`config.mk`:
```
export PLATFORM = sky130hd
export DESIGN_NAME = sc_fibseq_statemachine
export DESIGN_NICKNAME = d
export VERILOG_FILES = /design/src/rtl/sc_fibseq_pkg.sv /design/src/rtl/sc_fibseq_itercounter.sv /design/src/rtl/sc_fibseq_statemachine.sv
export SDC_FILE = /design/constraint.sdc
export NUM_CORES = 1
export LEC_CHECK = 0
export ABC_AREA = 0
export CAP_MARGIN = 5
export CORE_UTILIZATION = 46
export DETAILED_ROUTE_END_ITERATION = 7
export GPL_TIMING_DRIVEN = 0
export PLACE_DENSITY_LB_ADDON = 0.1
export SETUP_SLACK_MARGIN = 0.4
export SKIP_CTS_REPAIR_TIMING = 1
export SYNTH_ARGS = -nofsm -noshare
export SYNTH_HDL_FRONTEND = slang
export SYNTH_SLANG_ARGS = --single-unit
```
`constraint.sdc`:
```
create_clock -name SC_FIBSEQ_CLOCK_50 -period 2.2 [get_ports SC_FIBSEQ_CLOCK_50]
set_input_delay 0.22 -clock SC_FIBSEQ_CLOCK_50 [delete_from_list [all_inputs] [get_ports SC_FIBSEQ_CLOCK_50]]
set_output_delay 0.22 -clock SC_FIBSEQ_CLOCK_50 [all_outputs]
set_load 0.01 [all_outputs]
```
`src/rtl/sc_fibseq_pkg.sv`:
```
// Shared encodings and control words for the Fibonacci sequencer.
package sc_fibseq_pkg;

   typedef enum logic [3:0] {
      ST_IDLE   = 4'd0,
      ST_CLEAR0 = 4'd1,
      ST_CLEAR1 = 4'd2,
      ST_INIT1  = 4'd3,
      ST_CHECK  = 4'd4,
      ST_ADD    = 4'd5,
      ST_MOVE0  = 4'd6,
      ST_MOVE1  = 4'd7,
      ST_RESULT = 4'd8,
      ST_DONE   = 4'd9,
      ST_ERROR  = 4'd10
   } state_t;

   localparam logic [2:0] MUX_REG0 = 3'b000;
   localparam logic [2:0] MUX_REG1 = 3'b001;
   localparam logic [2:0] MUX_REG2 = 3'b010;
   localparam logic [2:0] MUX_REG3 = 3'b011;
   localparam logic [2:0] MUX_FIX0 = 3'b100;
   localparam logic [2:0] MUX_FIX1 = 3'b101;
   localparam logic [2:0] MUX_NONE = 3'b111;

   localparam logic [3:0] ALU_PASSA = 4'b0000;
   localparam logic [3:0] ALU_ADD   = 4'b1000;
   localparam logic [3:0] ALU_INC   = 4'b1010;
   localparam logic [3:0] ALU_NOP   = 4'b1111;

   localparam logic [2:0] DEC_NONE = 3'b111;

   // One complete output word per state, including the handshake flags.
   typedef struct packed {
      logic [2:0] clrsel;
      logic [2:0] ldsel;
      logic [2:0] muxa;
      logic [2:0] muxb;
      logic [3:0] alu;
      logic       shclr_n;
      logic       shld_n;
      logic [1:0] shmode;
      logic       busy;
      logic       done;
      logic       error;
   } ctrl_t;

   localparam ctrl_t IDLE_CTRL = '{
      clrsel: DEC_NONE, ldsel: DEC_NONE, muxa: MUX_NONE, muxb: MUX_NONE,
      alu: ALU_NOP, shclr_n: 1'b1, shld_n: 1'b1, shmode: 2'b11,
      busy: 1'b0, done: 1'b0, error: 1'b0};

   function automatic ctrl_t ctrl_word(input state_t s);
      ctrl_t c;
      c = IDLE_CTRL;
      c.busy = !(s inside {ST_IDLE, ST_DONE, ST_ERROR});
      case (s)
         ST_CLEAR0: c.clrsel = MUX_REG0;
         ST_CLEAR1: c.clrsel = MUX_REG1;
         ST_INIT1:  begin c.muxa = MUX_REG0; c.alu = ALU_INC;   c.ldsel = MUX_REG1; end
         ST_ADD:    begin c.muxa = MUX_REG0; c.muxb = MUX_REG1;
                          c.alu = ALU_ADD;   c.ldsel = MUX_REG2; end
         ST_MOVE0:  begin c.muxa = MUX_REG1; c.alu = ALU_PASSA; c.ldsel = MUX_REG0; end
         ST_MOVE1:  begin c.muxa = MUX_REG2; c.alu = ALU_PASSA; c.ldsel = MUX_REG1; end
         ST_RESULT: begin c.muxa = MUX_REG0; c.alu = ALU_PASSA; c.ldsel = MUX_REG3;
                          c.shld_n = 1'b0;   c.shmode = 2'b11; end
         ST_DONE:   c.done  = 1'b1;
         ST_ERROR:  c.error = 1'b1;
         default:   c.busy  = c.busy;
      endcase
      return c;
   endfunction

endpackage

```
`src/rtl/sc_fibseq_itercounter.sv`:
```
// Loadable down-counter holding the iterations still to run.
module sc_fibseq_itercounter #(
   parameter int unsigned WIDTH = 8
) (
   input  logic             clk_i,
   input  logic             rst_i,
   input  logic             load_i,
   input  logic [WIDTH-1:0] value_i,
   input  logic             dec_i,
   output logic [WIDTH-1:0] count_o,
   output logic             zero_o
);

   logic [WIDTH-1:0] count_q;

   // Load has priority; decrement saturates at zero.
   always_ff @(posedge clk_i or posedge rst_i) begin
      if (rst_i)
         count_q <= '0;
      else if (load_i)
         count_q <= value_i;
      else if (dec_i && (count_q != '0))
         count_q <= count_q - 1'b1;
   end

   assign count_o = count_q;
   assign zero_o  = (count_q == '0);

endmodule

```
`src/rtl/sc_fibseq_statemachine.sv`:
```
// Fibonacci sequencer driving the register/ALU/shifter datapath controls.
module sc_fibseq_statemachine
   import sc_fibseq_pkg::*;
#(
   parameter int unsigned DATAWIDTH_DECODER_SELECTION    = 3,
   parameter int unsigned DATAWIDTH_MUX_SELECTION        = 3,
   parameter int unsigned DATAWIDTH_ALU_SELECTION        = 4,
   parameter int unsigned DATAWIDTH_REGSHIFTER_SELECTION = 2,
   parameter int unsigned DATAWIDTH_ITER                 = 8,
   parameter int unsigned OVF_MODE                       = 0
) (
   input  logic                                      SC_FIBSEQ_CLOCK_50,
   input  logic                                      SC_FIBSEQ_RESET_InHigh,
   input  logic                                      SC_FIBSEQ_start_InHigh,
   input  logic [DATAWIDTH_ITER-1:0]                 SC_FIBSEQ_iterations_InBUS,
   input  logic                                      SC_FIBSEQ_overflow_InLow,
   input  logic                                      SC_FIBSEQ_carry_InLow,
   output logic [DATAWIDTH_DECODER_SELECTION-1:0]    SC_FIBSEQ_decoderclearselection_OutBUS,
   output logic [DATAWIDTH_DECODER_SELECTION-1:0]    SC_FIBSEQ_decoderloadselection_OutBUS,
   output logic [DATAWIDTH_MUX_SELECTION-1:0]        SC_FIBSEQ_muxselectionBUSA_OutBUS,
   output logic [DATAWIDTH_MUX_SELECTION-1:0]        SC_FIBSEQ_muxselectionBUSB_OutBUS,
   output logic [DATAWIDTH_ALU_SELECTION-1:0]        SC_FIBSEQ_aluselection_OutBUS,
   output logic                                      SC_FIBSEQ_regSHIFTERclear_OutLow,
   output logic                                      SC_FIBSEQ_regSHIFTERload_OutLow,
   output logic [DATAWIDTH_REGSHIFTER_SELECTION-1:0] SC_FIBSEQ_regSHIFTERshiftselection_OutLow,
   output logic                                      SC_FIBSEQ_busy_OutHigh,
   output logic                                      SC_FIBSEQ_done_OutHigh,
   output logic                                      SC_FIBSEQ_error_OutHigh,
   output logic [DATAWIDTH_ITER-1:0]                 SC_FIBSEQ_remaining_OutBUS
);

   state_t state_q, state_d;
   logic   pending_q, pending_d;
   ctrl_t  ctrl_d;
   logic   flag_n;
   logic   rem_zero;
   logic   rem_load;
   logic   rem_dec;

   assign flag_n   = (OVF_MODE != 0) ? SC_FIBSEQ_overflow_InLow : SC_FIBSEQ_carry_InLow;
   assign rem_load = (state_q == ST_IDLE) && SC_FIBSEQ_start_InHigh;
   assign rem_dec  = (state_q == ST_MOVE1);

   sc_fibseq_itercounter #(
      .WIDTH (DATAWIDTH_ITER)
   ) u_itercounter (
      .clk_i   (SC_FIBSEQ_CLOCK_50),
      .rst_i   (SC_FIBSEQ_RESET_InHigh),
      .load_i  (rem_load),
      .value_i (SC_FIBSEQ_iterations_InBUS),
      .dec_i   (rem_dec),
      .count_o (SC_FIBSEQ_remaining_OutBUS),
      .zero_o  (rem_zero)
   );

   // Next-state and overflow-pending logic.
   always_comb begin
      state_d   = state_q;
      pending_d = pending_q;
      case (state_q)
         ST_IDLE:   if (SC_FIBSEQ_start_InHigh) begin
                       state_d   = ST_CLEAR0;
                       pending_d = 1'b0;
                    end
         ST_CLEAR0: state_d = ST_CLEAR1;
         ST_CLEAR1: state_d = ST_INIT1;
         ST_INIT1:  state_d = ST_CHECK;
         // An overflow on the last ADD is harmless: REG0 already holds the answer.
         ST_CHECK:  if (rem_zero)       state_d = ST_RESULT;
                    else if (pending_q) state_d = ST_ERROR;
                    else                state_d = ST_ADD;
         ST_ADD:    begin
                       pending_d = !flag_n;
                       state_d   = ST_MOVE0;
                    end
         ST_MOVE0:  state_d = ST_MOVE1;
         ST_MOVE1:  state_d = ST_CHECK;
         ST_RESULT: state_d = ST_DONE;
         ST_DONE:   state_d = ST_IDLE;
         ST_ERROR:  if (SC_FIBSEQ_start_InHigh) state_d = ST_IDLE;
         default:   state_d = ST_IDLE;
      endcase
      ctrl_d = ctrl_word(state_d);
   end

   // State register with outputs registered from the decoded next state, so
   // each output word always matches the state it belongs to.
   always_ff @(posedge SC_FIBSEQ_CLOCK_50 or posedge SC_FIBSEQ_RESET_InHigh) begin
      if (SC_FIBSEQ_RESET_InHigh) begin
         state_q   <= ST_IDLE;
         pending_q <= 1'b0;
         SC_FIBSEQ_decoderclearselection_OutBUS    <= '1;
         SC_FIBSEQ_decoderloadselection_OutBUS     <= '1;
         SC_FIBSEQ_muxselectionBUSA_OutBUS         <= '1;
         SC_FIBSEQ_muxselectionBUSB_OutBUS         <= '1;
         SC_FIBSEQ_aluselection_OutBUS             <= '1;
         SC_FIBSEQ_regSHIFTERclear_OutLow          <= 1'b1;
         SC_FIBSEQ_regSHIFTERload_OutLow           <= 1'b1;
         SC_FIBSEQ_regSHIFTERshiftselection_OutLow <= '1;
         SC_FIBSEQ_busy_OutHigh                    <= 1'b0;
         SC_FIBSEQ_done_OutHigh                    <= 1'b0;
         SC_FIBSEQ_error_OutHigh                   <= 1'b0;
      end else begin
         state_q   <= state_d;
         pending_q <= pending_d;
         SC_FIBSEQ_decoderclearselection_OutBUS    <= DATAWIDTH_DECODER_SELECTION'(ctrl_d.clrsel);
         SC_FIBSEQ_decoderloadselection_OutBUS     <= DATAWIDTH_DECODER_SELECTION'(ctrl_d.ldsel);
         SC_FIBSEQ_muxselectionBUSA_OutBUS         <= DATAWIDTH_MUX_SELECTION'(ctrl_d.muxa);
         SC_FIBSEQ_muxselectionBUSB_OutBUS         <= DATAWIDTH_MUX_SELECTION'(ctrl_d.muxb);
         SC_FIBSEQ_aluselection_OutBUS             <= DATAWIDTH_ALU_SELECTION'(ctrl_d.alu);
         SC_FIBSEQ_regSHIFTERclear_OutLow          <= ctrl_d.shclr_n;
         SC_FIBSEQ_regSHIFTERload_OutLow           <= ctrl_d.shld_n;
         SC_FIBSEQ_regSHIFTERshiftselection_OutLow <= DATAWIDTH_REGSHIFTER_SELECTION'(ctrl_d.shmode);
         SC_FIBSEQ_busy_OutHigh                    <= ctrl_d.busy;
         SC_FIBSEQ_done_OutHigh                    <= ctrl_d.done;
         SC_FIBSEQ_error_OutHigh                   <= ctrl_d.error;
      end
   end

endmodule

```
## Word level (Yosys, flattened, before mapping)

Index checks and enable logic that the tools add are counted.

| word-level totals | value |
|---|---|
| input port bits | 13 |
| output and inout port bits | 31 |
| flip-flop bits (word level) | 35 |

| cells by class | value |
|---|---|
| mux-type cells | 16 |
| equality and inequality tests | 19 |
| reduce and logical (&&, ||, !) cells | 14 |
| $add $sub $neg | 1 |

Operators by type and width:

| cell | count |
|---|---|
| $pmux 4 s9 | 1 |
| $pmux 6 s5 | 1 |
| $eq 4x3->1 const B | 7 |
| $eq 4x4->1 const B | 5 |
| $eq 4x2->1 const B | 4 |
| $mux 4 | 4 |
| $mux 8 | 2 |
| $pmux 4 s3 | 1 |
| $eq 4x1->1 const B | 2 |
| $logic_not 4->1 | 2 |
| $logic_not 8->1 | 1 |
| $reduce_bool 8->1 | 1 |
| $sub 8x1->8 const B | 1 |
| $mux 3 | 2 |
| $pmux 3 s2 | 1 |
| $reduce_bool 2->1 | 2 |
| $mux 1 | 3 |
| $reduce_bool 3->1 | 1 |
| $reduce_or 3->1 | 1 |
| $logic_and 1x1->1 | 2 |
| $logic_not 1->1 | 2 |
| $ne 2x2->1 const B | 1 |
| $pmux 1 s2 | 1 |
| $reduce_and 2->1 | 1 |
| $reduce_or 2->1 | 1 |

## Longest topological paths before layout

Gate-level depths: netlist of the first run.

| logic depth | value |
|---|---|
| depth in word-level cells | 6 |
| depth in mapped cells | 7 |
| gate-level depth less buffers | 7 |

## Cells and area by module

A second synthesis of the first run with hierarchy kept.

| second synthesis, totals | value |
|---|---|
| cells, all modules | 146 |
| area total of the unflattened synthesis | 1507.7 um^2 |

By module, submodules not included:

| module | times used | cells an instance | sequential area each (um^2) | area an instance (um^2) |
|---|---|---|---|---|
| sc_fibseq_statemachine | 1 | 93 | 515.5 | 1012.2 |
| sc_fibseq_itercounter | 1 | 53 | 200.2 | 495.5 |

## Worst setup path before layout of the first run

No wires, ideal clock.

| path | value |
|---|---|
| kind | reg-to-reg |
| start point | register u_itercounter.count_q[0] (netlist: u_itercounter.count_o[0]) |
| end point | register u_itercounter.count_q[4] (netlist: u_itercounter.count_o[4]) |
| stages on the path, launching flop included | 8 |
| buffers on the path | 0 |
| arrival time | 1.886 ns |
| setup slack | 0.190 ns |
| setup time | 0.124 ns |
| period minus slack after synthesis | 2.010 ns |
| path through | dfrtp_1 inv_1 ha_1 nor3b_2 a211oi_4 nand2_4 o311a_1 a211o_1 |

| between the ends | value |
|---|---|
| word-level cells in the longest chain between the ends | 3 |
| elaborated cells between the ends (all ways) | 6 |

RTL lines:

| what | RTL line | text |
|---|---|---|
| start, declared | sc_fibseq_itercounter.sv:14 | `logic [WIDTH-1:0] count_q;` |
| start signal, assigned | sc_fibseq_itercounter.sv:21 | `count_q <= value_i;` |
| start signal, assigned | sc_fibseq_itercounter.sv:23 | `count_q <= count_q - 1'b1;` |
| $sub 8x1->8 or $reduce_bool 8->1 (tied branches) | sc_fibseq_itercounter.sv:23, sc_fibseq_itercounter.sv:22 |  |
| $mux 8 or $logic_and 1x1->1 (tied branches) | sc_fibseq_itercounter.sv:22 | `else if (dec_i && (count_q != '0))` |
| $mux 8 or $reduce_bool 2->1 (tied branches) | - |  |

Several ways; a longest one is shown, not always the timed one. The select of a mux whose other input is x is not followed.
A chain may end at the register's enable or synchronous reset.

## Final worst setup path of the first run

| path | value |
|---|---|
| start point | register u_itercounter.count_q[1] (netlist: u_itercounter.count_o[1]) |
| end point | register u_itercounter.count_q[4] (netlist: u_itercounter.count_o[4]) |

Same word-level chain as after synthesis.

==> Implementation_results.wiki, run 1 <==
{| class="wikitable"
! Metric !! Value
|-
| Area growth from synthesis to final layout || 39.2%
|-
| Port Buf Inserts || 38
|-
| Setup repair after global routing missed its margin || yes
|-
| Sum of overflow across all layers after global routing || 0
|-
| Worst rel slew slack || 32.2%
|-
| Worst setup skew after layout || approximately 4.1 ps
|-
| Count of TritonRoute iterations in the first routing pass || 4
|-
| Crit path time final || ~1900 ps
|-
| DR DRC count || 0
|-
| Register area share after synthesis || roughly half
|-
| Count of synthesis-stage warnings from yosys || 0
|-
| Maximum clock rate || between 500 and 600 MHz
|-
| Max_cap viols || 0
|-
| Post-CTS clock slew at the launch and capture registers of the worst setup and hold paths || around 150 ps
|-
| Final antenna-violating net count || 0
|-
| Finish-stage setup viols || 0
|-
| Gp weighted congestion || 0.860
|-
| Post-DP Area || between 0.0015 and 0.002 mm²
|-
| Power Dens Cells || 1410 mW/mm²
|-
| Core Box Area || roughly 0.0030 mm²
|-
| Hold WC Path Type || primary input to asynchronous set/reset pin
|-
| Top-level I/O count || between 40 and 50
|-
| EDFF count, synth || 0
|-
| Asr flop ratio synth || 100%
|-
| Share of layout cells above drive strength 1 || between 20% and 30%
|-
| Dominant synthesized flop cell || sky130_fd_sc_hd__dfrtp_1
|-
| Worst Hold Margin || 421 ps
|-
| Number of buffers created by CTS || 3
|-
| Final sum of negative setup slack || 0 ps
|-
| Global-route wire length before repair || 4810 µm
|-
| Number of nets at the end of the flow || approximately 210
|-
| Required time of the critical path || 2420 ps
|-
| Height of the die || roughly 60 µm
|-
| Summed instance area of the synthesized netlist || between 0.001 and 0.0015 mm²
|-
| Clock Tree Root || sky130_fd_sc_hd__clkbuf_4
|-
| Total of fill cells in the finished design || 245
|-
| Cells after Synth || 143
|-
| Crit path launch type || flop
|-
| GR Util All Layers || a little under a fifth
|-
| Maximum level of the CTS H-tree || 1
|-
| Half-perimeter wire length after detailed placement || about 2100 µm
|-
| IR drop worst, VDD || between 0.6 and 0.7 mV
|-
| Via count of the routed design || about 1,200
|-
| CP Capture Type || flop
|-
| Largest cells by area after synthesis || sky130_fd_sc_hd__dfrtp_1, sky130_fd_sc_hd__dfstp_2, sky130_fd_sc_hd__buf_4
|-
| Pre-CTS WS || 207 ps
|-
| Run status || finished, final reports clean
|-
| Full die area || roughly 0.0034 mm²
|-
| Static power due to leakage || 0.827 nW
|-
| Antenna diode count || 0
|-
| Effective utilization at floorplan || about 48%
|-
| Number of DRC markers after the initial detailed-route iteration || 22
|-
| Final design area excluding fillers || 0.00203 mm²
|-
| Area of the multi-input gates || 659 µm²
|-
| Number of clock sinks || 28
|-
| Data arrival time of the worst path || 2090 ps
|-
| TritonCTS clock tree || yes
|-
| Post-Synthesis Mean Instance Area || between 10 and 15 µm²
|-
| Number of hold violations in the final report || 0
|-
| Worst setup path category || flop to flop
|-
| Share of Yosys cell area claimed by the top area cell type || 27.5%
|-
| Overall die width || 58.3 µm
|-
| Via count of the first global-routing pass || roughly 1,100
|-
| Pin count of the biggest net entering global routing || 29
|-
| Number of buffers between clock root and the deepest sink || 2
|-
| Total length of routed wires || about 2900 µm
|-
| Clock latency of the later-clocked register in the worst-skew pair || between 300 and 400 ps
|-
| Number of antenna violations at the first check in global routing || 0
|-
| Number of synthesized register bits || 28
|-
| Max Fanout on Critical Path || 4
|-
| Biggest area consumer among synthesized cells || sky130_fd_sc_hd__dfrtp_1
|-
| Crit path setup slack, layout || ~330 ps
|-
| Number of pins exceeding their max-slew limit in the final report || 0
|-
| Register Area || 716 µm²
|-
| Via/cell ratio || 5.02
|-
| Avg WL per Cell || 12.3 µm
|-
| Synth cell types || 47
|-
| Share of the clock period used by the worst path || ~85%
|-
| Row cnt || 20
|-
| Number of cell instances on the worst register-to-register path || 7
|-
| Pin slew with the least headroom to its limit || between 1000 and 1500 ps
|}
per-layer routing:
metal | up-vias | global-route usage, % | share of wire, %
li1 | 585 | - | -
met1 | 577 | 22.3 | 42
met2 | 34 | 33.8 | 53
met3 | 8 | 2.20 | 2.8
met4 | 0 | 7.82 | 2.2
met5 | - | 0 | 0
area by class of cell:
class / count / area share (%)
multi-input cells: 96 / 32.5
flip-flops and latches: 28 / 35.3
plain buffers: 16 / 4.93
well taps: 44 / 2.71
inverters: 6 / 1.11
repair buffers: 46 / 21.7
clock buffers: 4 / 1.79
state kept, by name (all words and copies together) (netlist names):
| signal | cells |
|---|---|
| SC_FIBSEQ_muxselectionBUSB_OutBUS | 1 |
| SC_FIBSEQ_regSHIFTERload_OutLow | 1 |
| u_itercounter.count_o | 8 |
| SC_FIBSEQ_done_OutHigh | 1 |
| SC_FIBSEQ_decoderloadselection_OutBUS | 3 |
| SC_FIBSEQ_busy_OutHigh | 1 |
| SC_FIBSEQ_aluselection_OutBUS | 3 |
| SC_FIBSEQ_decoderclearselection_OutBUS | 2 |
| SC_FIBSEQ_error_OutHigh | 1 |
| state_q | 4 |
| pending_q | 1 |
| SC_FIBSEQ_muxselectionBUSA_OutBUS | 2 |
worst max-delay path, stage by stage, from the launching register on:
cell and delay [ps]:
sky130_fd_sc_hd__dfrtp_1 430, sky130_fd_sc_hd__inv_2 60, sky130_fd_sc_hd__ha_4 160, sky130_fd_sc_hd__nor3b_4 160, sky130_fd_sc_hd__a211oi_4 340, sky130_fd_sc_hd__nand2_4 90
sky130_fd_sc_hd__o311a_1 290, sky130_fd_sc_hd__a211o_1 230
report_power, final:
part	internal, mW	switching [mW]	total [mW]
clock	0.101	0.144	0.245
sequential	0.786	0.190	0.977
combinational	0.873	0.775	1.65
worst paths after layout:
check	startpoint	endpoint	slack [ps]
worst max-delay path	u_itercounter.count_o[1]$_DFFE_PP0P_	u_itercounter.count_o[4]$_DFFE_PP0P_	330
worst max register to register	u_itercounter.count_o[1]$_DFFE_PP0P_	u_itercounter.count_o[4]$_DFFE_PP0P_	330
min in group SC_FIBSEQ_CLOCK_50	SC_FIBSEQ_iterations_InBUS[0]	u_itercounter.count_o[0]$_DFFE_PP0P_	420
worst min-delay path	SC_FIBSEQ_RESET_InHigh	state_q[1]$_DFF_PP0_	420
worst min register to register	state_q[1]$_DFF_PP0_	SC_FIBSEQ_aluselection_OutBUS[1]$_DFF_PP1_	640
max in group asynchronous	SC_FIBSEQ_RESET_InHigh	u_itercounter.count_o[5]$_DFFE_PP0P_	1170
through the flow:
| stage | power, mW | utilization (%) | cells |
|---|---|---|---|
| 3_3_place_gp | 2.52 | 63.5 | 228 |
| 4_1_cts | 2.82 | 64.7 | 232 |
| 3_5_place_dp | 2.57 | 63.5 | 228 |
| 2_1_floorplan | 1.96 | - | 146 |
| 6_report | 2.87 | 67.0 | 240 |
| 5_1_grt | 3.08 | 67.0 | 240 |
synth_stat cells, types with 3 or more instances:
cell	instances
sky130_fd_sc_hd__nand3_1	3
sky130_fd_sc_hd__dfrtp_1	16
sky130_fd_sc_hd__clkbuf_1	4
sky130_fd_sc_hd__nand2_1	10
sky130_fd_sc_hd__a21oi_1	9
sky130_fd_sc_hd__buf_4	10
sky130_fd_sc_hd__a211oi_1	3
sky130_fd_sc_hd__nor2_1	10
sky130_fd_sc_hd__o21ai_1	12
sky130_fd_sc_hd__inv_1	5
sky130_fd_sc_hd__xor2_1	4
sky130_fd_sc_hd__xnor2_1	3
sky130_fd_sc_hd__nor3_1	5
sky130_fd_sc_hd__dfstp_2	12
kinds of logic (layout without fill, tap and decap cells):
family	Yosys count	count (layout)	synth area share, %
and+or+nand+nor	44	44	18.8
other	1	4	0.257
xor gates and xnor gates	7	7	4.21
buffers and inverters	22	72	8.41
adders and majority gates	1	1	0.858
DFF	28	28	49.1
AOI/OAI and AO/OA	38	38	16.9
muxes	2	2	1.46
placed cells by master (no fill, tap or decap), types with 2 or more instances in the layout:
cell type,Yosys,layout
sky130_fd_sc_hd__nand2_1,10,10
sky130_fd_sc_hd__o21ai_1,12,12
sky130_fd_sc_hd__nor2_1,10,10
sky130_fd_sc_hd__dfrtp_1,16,16
sky130_fd_sc_hd__o21ai_0,2,2
sky130_fd_sc_hd__xor2_1,4,4
sky130_fd_sc_hd__dfstp_2,12,12
sky130_fd_sc_hd__clkbuf_4,0,3
sky130_fd_sc_hd__inv_1,5,3
sky130_fd_sc_hd__xnor2_1,3,3
sky130_fd_sc_hd__nor3b_1,2,2
sky130_fd_sc_hd__a21oi_1,9,8
sky130_fd_sc_hd__nor3_1,5,5
sky130_fd_sc_hd__a211oi_1,3,3
sky130_fd_sc_hd__clkdlybuf4s50_1,0,38
sky130_fd_sc_hd__conb_1,1,4
sky130_fd_sc_hd__clkbuf_1,4,4
sky130_fd_sc_hd__buf_2,2,2
sky130_fd_sc_hd__inv_2,1,3
sky130_fd_sc_hd__buf_4,10,18
sky130_fd_sc_hd__a211o_1,2,2
sky130_fd_sc_hd__nand3_1,3,2
Note: power is estimated with default switching activity, not from simulation.
==> inputs of run 2 (changes only) <==
==> constraint.sdc (replaced) <==
create_clock -name SC_FIBSEQ_CLOCK_50 -period 1.75 [get_ports SC_FIBSEQ_CLOCK_50]
set_input_delay 0.175 -clock SC_FIBSEQ_CLOCK_50 [delete_from_list [all_inputs] [get_ports SC_FIBSEQ_CLOCK_50]]
set_output_delay 0.175 -clock SC_FIBSEQ_CLOCK_50 [all_outputs]
set_load 0.01 [all_outputs]
==> Implementation_results.wiki, run 2 (same netlist as run 1, synthesis figures left out) <==
{| class="wikitable"
! Metric !! Value
|-
| Register-to-register setup slack || -50 ps (-380 ps)
|-
| Worst-case hold path end point || u_itercounter.count_o[3]$_DFFE_PP0P_
|-
| Top delay family on crit path || compound AO/OA/AOI/OAI gates
|-
| Crit path setup slack, layout || -52.4 ps (-384 ps)
|-
| Crit path launch type || flop
|-
| Number of antenna violations at the first check in global routing || 0 (unchanged)
|-
| R2r endpoint || u_itercounter.count_o[4]$_DFFE_PP0P_
|-
| Number of hold violations in the final report || 0 (unchanged)
|-
| Clock latency of the later-clocked register in the worst-skew pair || 320 ps (about the same)
|-
| Core Box Area || 0.00303 mm² (unchanged)
|-
| Finish-stage setup viols || 3 (+3)
|-
| CP Cell Sequence || inv_2 > ha_4 > nor3b_4 > a211oi_4 > nand2_4 > o311a_1 > a211o_1
|-
| R2r startpoint || u_itercounter.count_o[1]$_DFFE_PP0P_
|-
| Required time of the critical path || 1980 ps (-440 ps)
|-
| Share of the clock period used by the worst path || 103% (+18 points)
|-
| Post-DP Area || 0.00192 mm² (unchanged)
|-
| Number of pins exceeding their max-slew limit in the final report || 0 (unchanged)
|-
| Violations in the final reports || negative setup slack
|-
| Power Dens Cells || 1720 mW/mm² (+22%)
|-
| Largest stage delay, worst path || 410 ps (-20 ps)
|-
| Number of nets at the end of the flow || 227 (+7.6%)
|-
| Port Buf Inserts || 38 (unchanged)
|-
| Crit path time final || 1800 ps (-65.9 ps)
|-
| Pin slew with the least headroom to its limit || 1020 ps (+6.29 ps)
|-
| Top-level I/O count || 44 (unchanged)
|-
| Avg WL per Cell || 13.5 µm (+10%)
|-
| Share of layout cells above drive strength 1 || 38.4% (+12 points)
|-
| Met3 layer usage reported by global route || 2.42% (+0.22 points)
|-
| GR Util All Layers || 18.3% (-0.34 points)
|-
| Hold WC Path Type || primary input to flop
|-
| Data arrival time of the worst path || 2030 ps (-60 ps)
|-
| Max Fanout on Critical Path || 3 (-1)
|-
| DR DRC count || 0 (unchanged)
|-
| Sequential share of power || 31.5% (-2.5 points)
|-
| GR Util met1 || 21.9% (-0.45 points)
|-
| Number of instances on the worst hold path || 3
|-
| Number of clock sinks || 28 (unchanged)
|-
| TritonCTS clock tree || yes
|-
| Number of cell instances on the worst register-to-register path || 7 (unchanged)
|-
| Worst setup path category || flop to flop
|-
| Gp weighted congestion || 0.835 (-2.9%)
|-
| Slowest stage cell, crit path || sky130_fd_sc_hd__dfrtp_1
|-
| Share of total power in the clock network || 6.6% (-1.9 points)
|-
| Number of DRC markers after the initial detailed-route iteration || 21 (-4.5%)
|-
| Maximum clock rate || 555 MHz (+3.7%)
|-
| Most used routing layer in global routing || met2
|-
| GR met2 Demand/Resource || 32.7% (-1.1 points)
|-
| Origin of the worst min-delay path || SC_FIBSEQ_iterations_InBUS[3]
|-
| Crit path buf inv count || 1 (unchanged)
|-
| Via/cell ratio || 5.01 (-0.18%)
|-
| Half-perimeter wire length after detailed placement || 2100 µm (-2.1%)
|-
| Non-filler cells in the finished layout || 255 (+6.3%)
|-
| Count of TritonRoute iterations in the first routing pass || 5 (+1)
|-
| Effective utilization at floorplan || 48.1% (unchanged)
|-
| Maximum level of the CTS H-tree || 1 (unchanged)
|-
| Final sum of negative setup slack || -84.2 ps (-84.2 ps)
|-
| Global-route wire length before repair || 4790 µm (-0.44%)
|-
| Comb power frac || 61.9% (+4.5 points)
|-
| Full die area || 0.00340 mm² (unchanged)
|-
| Worst rel slew slack || 31.8% (-0.42 points)
|-
| CP Capture Type || flop
|-
| Via count of the routed design || 1,277 (+6.1%)
|-
| Setup repair after global routing missed its margin || yes
|-
| Most used cells in the layout excluding fill and tap cells || sky130_fd_sc_hd__buf_4, sky130_fd_sc_hd__dlymetal6s2s_1, sky130_fd_sc_hd__dfstp_2, sky130_fd_sc_hd__dfrtp_1, sky130_fd_sc_hd__clkdlybuf4s50_1
|-
| Total of fill cells in the finished design || 197 (-20%)
|-
| Number of buffers created by CTS || 3 (unchanged)
|-
| Final antenna-violating net count || 0 (unchanged)
|-
| Height of the die || 58.3 µm (unchanged)
|-
| Clock Tree Root || sky130_fd_sc_hd__clkbuf_4
|-
| Antenna diode count || 0 (unchanged)
|-
| Total length of routed wires || 3440 µm (+17%)
|-
| Final design area excluding fillers || 0.00228 mm² (+12%)
|-
| Pin count of the biggest net entering global routing || 29 (unchanged)
|-
| Post-CTS clock slew at the launch and capture registers of the worst setup and hold paths || 140 ps (about the same)
|-
| IR drop worst, VDD || 0.881 mV (+30%)
|-
| Static power due to leakage || 1.10 nW (+33%)
|-
| Sum of overflow across all layers after global routing || 0 (unchanged)
|-
| Area growth from synthesis to final layout || 56.5%
|-
| Via count of the first global-routing pass || 1,131 (+0.62%)
|-
| Net Switching || 1.55 mW (+40%)
|-
| Row cnt || 20 (unchanged)
|-
| Sw Ratio || 39.5% (+0.84 points)
|-
| Number of flip-flops under the largest register name || 8 (unchanged)
|-
| Run status || finished with violations
|-
| Max_cap viols || 0 (unchanged)
|-
| Number of buffers between clock root and the deepest sink || 2 (unchanged)
|-
| Worst setup skew after layout || 2.51 ps (-1.63 ps)
|-
| Internal power || 2.38 mW (+35%)
|-
| Overall die width || 58.3 µm (unchanged)
|-
| Most frequent standard cell in the layout excluding fill and tap cells || sky130_fd_sc_hd__buf_4
|-
| Placed insts || 228 (unchanged)
|}
## run 2: per-stage QoR
stage | setup slack, ps | power [mW] | hold WS [ps] | util (%)
after global placement | -198 | 3.17 | 591 | 63.5
after detailed placement | -233 | 3.23 | 597 | 63.5
after global routing | -128 | 4.17 | 374 | 75.3
final | -52.4 | 3.93 | 363 | 75.3
after floorplan | -137 | 2.47 | 232 | -
after CTS | -255 | 3.49 | 357 | 64.3
## run 2: worst max path at each step
stage,from,end,depth (start not counted)
2_1_floorplan,u_itercounter.count_o[0]$_DFFE_PP0P_,u_itercounter.count_o[4]$_DFFE_PP0P_,7
3_3_place_gp,u_itercounter.count_o[0]$_DFFE_PP0P_,u_itercounter.count_o[4]$_DFFE_PP0P_,7
3_5_place_dp,u_itercounter.count_o[1]$_DFFE_PP0P_,u_itercounter.count_o[4]$_DFFE_PP0P_,7
4_1_cts,u_itercounter.count_o[1]$_DFFE_PP0P_,u_itercounter.count_o[4]$_DFFE_PP0P_,7
5_1_grt,u_itercounter.count_o[0]$_DFFE_PP0P_,u_itercounter.count_o[4]$_DFFE_PP0P_,7
6_report,u_itercounter.count_o[1]$_DFFE_PP0P_,u_itercounter.count_o[4]$_DFFE_PP0P_,7
## run 2: worst min-delay path, cell delays in order
cell and delay (ps):
sky130_fd_sc_hd__clkdlybuf4s50_1 390, sky130_fd_sc_hd__nand2_1 50, sky130_fd_sc_hd__o21ai_1 50
## run 2: power groups by stage
stage	clock network (mW)	registers [mW]	logic [mW]
CTS	0.273	1.24	1.97
global placement	0	1.25	1.93
detailed placement	0	1.26	1.97
finish	0.258	1.24	2.43
floorplan	0	1.33	1.14
global route	0.300	1.27	2.60
## run 2: layout make-up
| cell class | instances | area, µm² | area share [%] |
|---|---|---|---|
| clock buffers | 3 | 22.5 | 0.987 |
| flip-flops and latches | 28 | 721 | 31.6 |
| multi-input cells | 96 | 706 | 30.9 |
| repair buffers | 62 | 648 | 28.4 |
| inverters | 6 | 25.0 | 1.10 |
| well taps | 44 | 55.1 | 2.41 |
| plain buffers | 16 | 104 | 4.55 |
## run 2: metal layers
| layer | share of wire, % | vias to the layer above |
|---|---|---|
| li1 | - | 618 |
| met4 | 1.7 | 0 |
| met3 | 3.7 | 7 |
| met5 | 0 | - |
| met2 | 54 | 35 |
| met1 | 41 | 617 |
==> inputs of run 3 (changes only) <==
--- a/config.mk
+++ b/config.mk
@@ -7,9 +7,10 @@
 export LEC_CHECK = 0
 export ABC_AREA = 0
 export CAP_MARGIN = 5
-export CORE_UTILIZATION = 46
+export CORE_UTILIZATION = 50
 export DETAILED_ROUTE_END_ITERATION = 7
 export GPL_TIMING_DRIVEN = 0
+export MAX_ROUTING_LAYER = met4
 export PLACE_DENSITY_LB_ADDON = 0.1
 export SETUP_SLACK_MARGIN = 0.4
 export SKIP_CTS_REPAIR_TIMING = 1
==> constraint.sdc (replaced) <==
create_clock -name SC_FIBSEQ_CLOCK_50 -period 2.2 [get_ports SC_FIBSEQ_CLOCK_50]
set_input_delay 0.22 -clock SC_FIBSEQ_CLOCK_50 [delete_from_list [all_inputs] [get_ports SC_FIBSEQ_CLOCK_50]]
set_output_delay 0.22 -clock SC_FIBSEQ_CLOCK_50 [all_outputs]
set_load 0.01 [all_outputs]
==> Implementation_results.wiki, run 3 (same netlist as run 1, synthesis figures left out) <==
{| class="wikitable"
! Metric !! Value
|-
| Sum of overflow across all layers after global routing || 0 (unchanged)
|-
| Top-level I/O count || 44 (unchanged)
|-
| CP Cell Sequence || inv_2 > ha_4 > nor3b_4 > a211oi_4 > nand2_4 > o311a_1 > a211o_1
|-
| Core Box Area || 0.00276 mm² (-8.9%)
|-
| Max Fanout on Critical Path || 4 (+1)
|-
| Largest stage delay, worst path || 440 ps (+30 ps)
|-
| Global-route wire length before repair || 5580 µm (+17%)
|-
| TritonCTS clock tree || yes
|-
| Clock latency of the later-clocked register in the worst-skew pair || 320 ps (about the same)
|-
| Share of total power in the clock network || 7.1% (+0.5 points)
|-
| Final sum of negative setup slack || 0 ps (+84.2 ps)
|-
| Hold WC Path Type || primary input to flop
|-
| Run status || finished, final reports clean
|-
| Final design utilization || 74.3% (-1.1 points)
|-
| Avg WL per Cell || 14.6 µm (+8.0%)
|-
| Worst rel slew slack || 30.3% (-1.5 points)
|-
| Net Switching || 1.15 mW (-26%)
|-
| Slowest stage cell, crit path || sky130_fd_sc_hd__dfrtp_1
|-
| Share of layout cells above drive strength 1 || 27.8% (-11 points)
|-
| Sw Ratio || 39.3% (-0.16 points)
|-
| Finish-stage setup viols || 0 (-3)
|-
| R2r startpoint || u_itercounter.count_o[0]$_DFFE_PP0P_
|-
| Via count of the routed design || 1,257 (-1.6%)
|-
| Share of the clock period used by the worst path || 86.6% (-16 points)
|-
| Maximum level of the CTS H-tree || 1 (unchanged)
|-
| Crit path buf inv count || 1 (unchanged)
|-
| Max_cap viols || 0 (unchanged)
|-
| CP startpoint || u_itercounter.count_o[0]$_DFFE_PP0P_
|-
| Half-perimeter wire length after detailed placement || 2310 µm (+10%)
|-
| Data arrival time of the worst path || 2130 ps (+100 ps)
|-
| Count of TritonRoute iterations in the first routing pass || 5 (unchanged)
|-
| Number of buffers between clock root and the deepest sink || 2 (unchanged)
|-
| Height of the die || 56.0 µm (-3.9%)
|-
| Static power due to leakage || 0.853 nW (-23%)
|-
| CP Capture Type || flop
|-
| Post-CTS clock slew at the launch and capture registers of the worst setup and hold paths || 140 ps (about the same)
|-
| Most frequent standard cell in the layout excluding fill and tap cells || sky130_fd_sc_hd__clkdlybuf4s50_1
|-
| Setup crit end || u_itercounter.count_o[4]$_DFFE_PP0P_
|-
| Number of flip-flops under the largest register name || 8 (unchanged)
|-
| Top delay family on crit path || compound AO/OA/AOI/OAI gates
|-
| Clock Tree Root || sky130_fd_sc_hd__clkbuf_4
|-
| Worst setup path category || flop to flop
|-
| Crit path setup slack, layout || 295 ps (+347 ps)
|-
| Number of DRC markers after the initial detailed-route iteration || 26 (+24%)
|-
| Gp weighted congestion || 0.849 (+1.7%)
|-
| Comb power frac || 58.9% (-3.0 points)
|-
| Number of hold violations in the final report || 0 (unchanged)
|-
| Sequential share of power || 34.0% (+2.5 points)
|-
| Final design area excluding fillers || 0.00205 mm² (-10%)
|-
| Power Dens Cells || 1430 mW/mm² (-17%)
|-
| Number of buffers created by CTS || 3 (unchanged)
|-
| Post-layout power || 2.93 mW (-25%)
|-
| Number of nets at the end of the flow || 214 (-5.7%)
|-
| Antenna diode count || 0 (unchanged)
|-
| Internal power || 1.78 mW (-25%)
|-
| Area growth from synthesis to final layout || 40.5%
|-
| Effective utilization at floorplan || 52.9% (+4.7 points)
|-
| Crit path launch type || flop
|-
| Number of cells on the critical path || 7 (unchanged)
|-
| Most used cells in the layout excluding fill and tap cells || sky130_fd_sc_hd__clkdlybuf4s50_1, sky130_fd_sc_hd__buf_4, sky130_fd_sc_hd__dfrtp_1
|-
| Pin count of the biggest net entering global routing || 29 (unchanged)
|-
| DR DRC count || 0 (unchanged)
|-
| IR drop worst, VDD || 0.978 mV (+11%)
|-
| Pin slew with the least headroom to its limit || 1040 ps (+23.1 ps)
|-
| Overall die width || 56.0 µm (-3.9%)
|-
| Number of antenna violations at the first check in global routing || 0 (unchanged)
|-
| Setup repair after global routing missed its margin || yes
|-
| Final antenna-violating net count || 0 (unchanged)
|-
| R2r endpoint || u_itercounter.count_o[4]$_DFFE_PP0P_
|-
| Via/cell ratio || 5.49 (+9.6%)
|-
| Pre-CTS WS || 191 ps (+424 ps)
|-
| Row cnt || 19 (-5.0%)
|-
| Required time of the critical path || 2420 ps (+440 ps)
|-
| Number of cell instances on the worst register-to-register path || 7 (unchanged)
|-
| Total length of routed wires || 3330 µm (-3.0%)
|-
| Number of clock sinks || 28 (unchanged)
|-
| Port Buf Inserts || 38 (unchanged)
|-
| Worst setup skew after layout || 3.20 ps (+0.690 ps)
|-
| Register-to-register setup slack || 290 ps (+350 ps)
|-
| Post-DP Area || 0.00191 mm² (-0.85%)
|-
| Full die area || 0.00314 mm² (-7.7%)
|-
| Maximum clock rate || 525 MHz (-5.4%)
|-
| Crit path time final || 1910 ps (+103 ps)
|-
| GR Util All Layers || 23.0% (+4.7 points)
|-
| Via count of the first global-routing pass || 1,267 (+12%)
|-
| Number of pins exceeding their max-slew limit in the final report || 0 (unchanged)
|}
run 3: through the flow:
stage | instances | hold slack [ps]
4_1_cts | 218 | 418
2_1_floorplan | 146 | 277
3_5_place_dp | 215 | 605
3_3_place_gp | 215 | 569
6_report | 229 | 427
5_1_grt | 229 | 428
run 3: routing by layer:
layer  share of wire [%]  GRT usage [%]
met5                   0              -
met4                0.60           7.67
met3                 4.4           2.56
met2                  55           41.3
met1                  40           26.8
run 3: how the worst min path moves through the flow:
stage,from,end,slack [ps],depth (start not counted)
6_report,SC_FIBSEQ_iterations_InBUS[3],u_itercounter.count_o[3]$_DFFE_PP0P_,430,3
5_1_grt,SC_FIBSEQ_iterations_InBUS[5],u_itercounter.count_o[5]$_DFFE_PP0P_,430,3
4_1_cts,SC_FIBSEQ_iterations_InBUS[0],u_itercounter.count_o[0]$_DFFE_PP0P_,420,3
3_5_place_dp,state_q[1]$_DFF_PP0_,SC_FIBSEQ_aluselection_OutBUS[1]$_DFF_PP1_,610,2
3_3_place_gp,pending_q$_DFFE_PP0P_,pending_q$_DFFE_PP0P_,570,2
2_1_floorplan,SC_FIBSEQ_RESET_InHigh,SC_FIBSEQ_busy_OutHigh$_DFF_PP0_,280,1
run 3: layout make-up:
| cell class | instances | area (µm²) |
|---|---|---|
| flip-flops and latches | 28 | 716 |
| fillers | 196 | 709 |
| multi-input cells | 96 | 673 |
| repair buffers | 49 | 475 |
| plain buffers | 16 | 100 |
| well taps | 31 | 38.8 |
| clock buffers | 3 | 22.5 |
| inverters | 6 | 22.5 |
run 3: worst register-to-register path, cell delays in order, from the launching register on:
cell and delay, ps:
sky130_fd_sc_hd__dfrtp_1 440, sky130_fd_sc_hd__inv_2 70, sky130_fd_sc_hd__ha_4 170, sky130_fd_sc_hd__nor3b_4 170, sky130_fd_sc_hd__a211oi_4 350, sky130_fd_sc_hd__nand2_4 100
sky130_fd_sc_hd__o311a_1 310, sky130_fd_sc_hd__a211o_1 220
run 3: power by group through the flow:
stage                     clock [mW]  sequential (mW)  combinational (mW)
after CTS                      0.213            0.995                1.58
after global placement             0            0.992                1.53
after floorplan                    0             1.06               0.905
after global routing           0.238             1.02                1.87
after detailed placement           0             1.00                1.58
final                          0.208            0.997                1.73
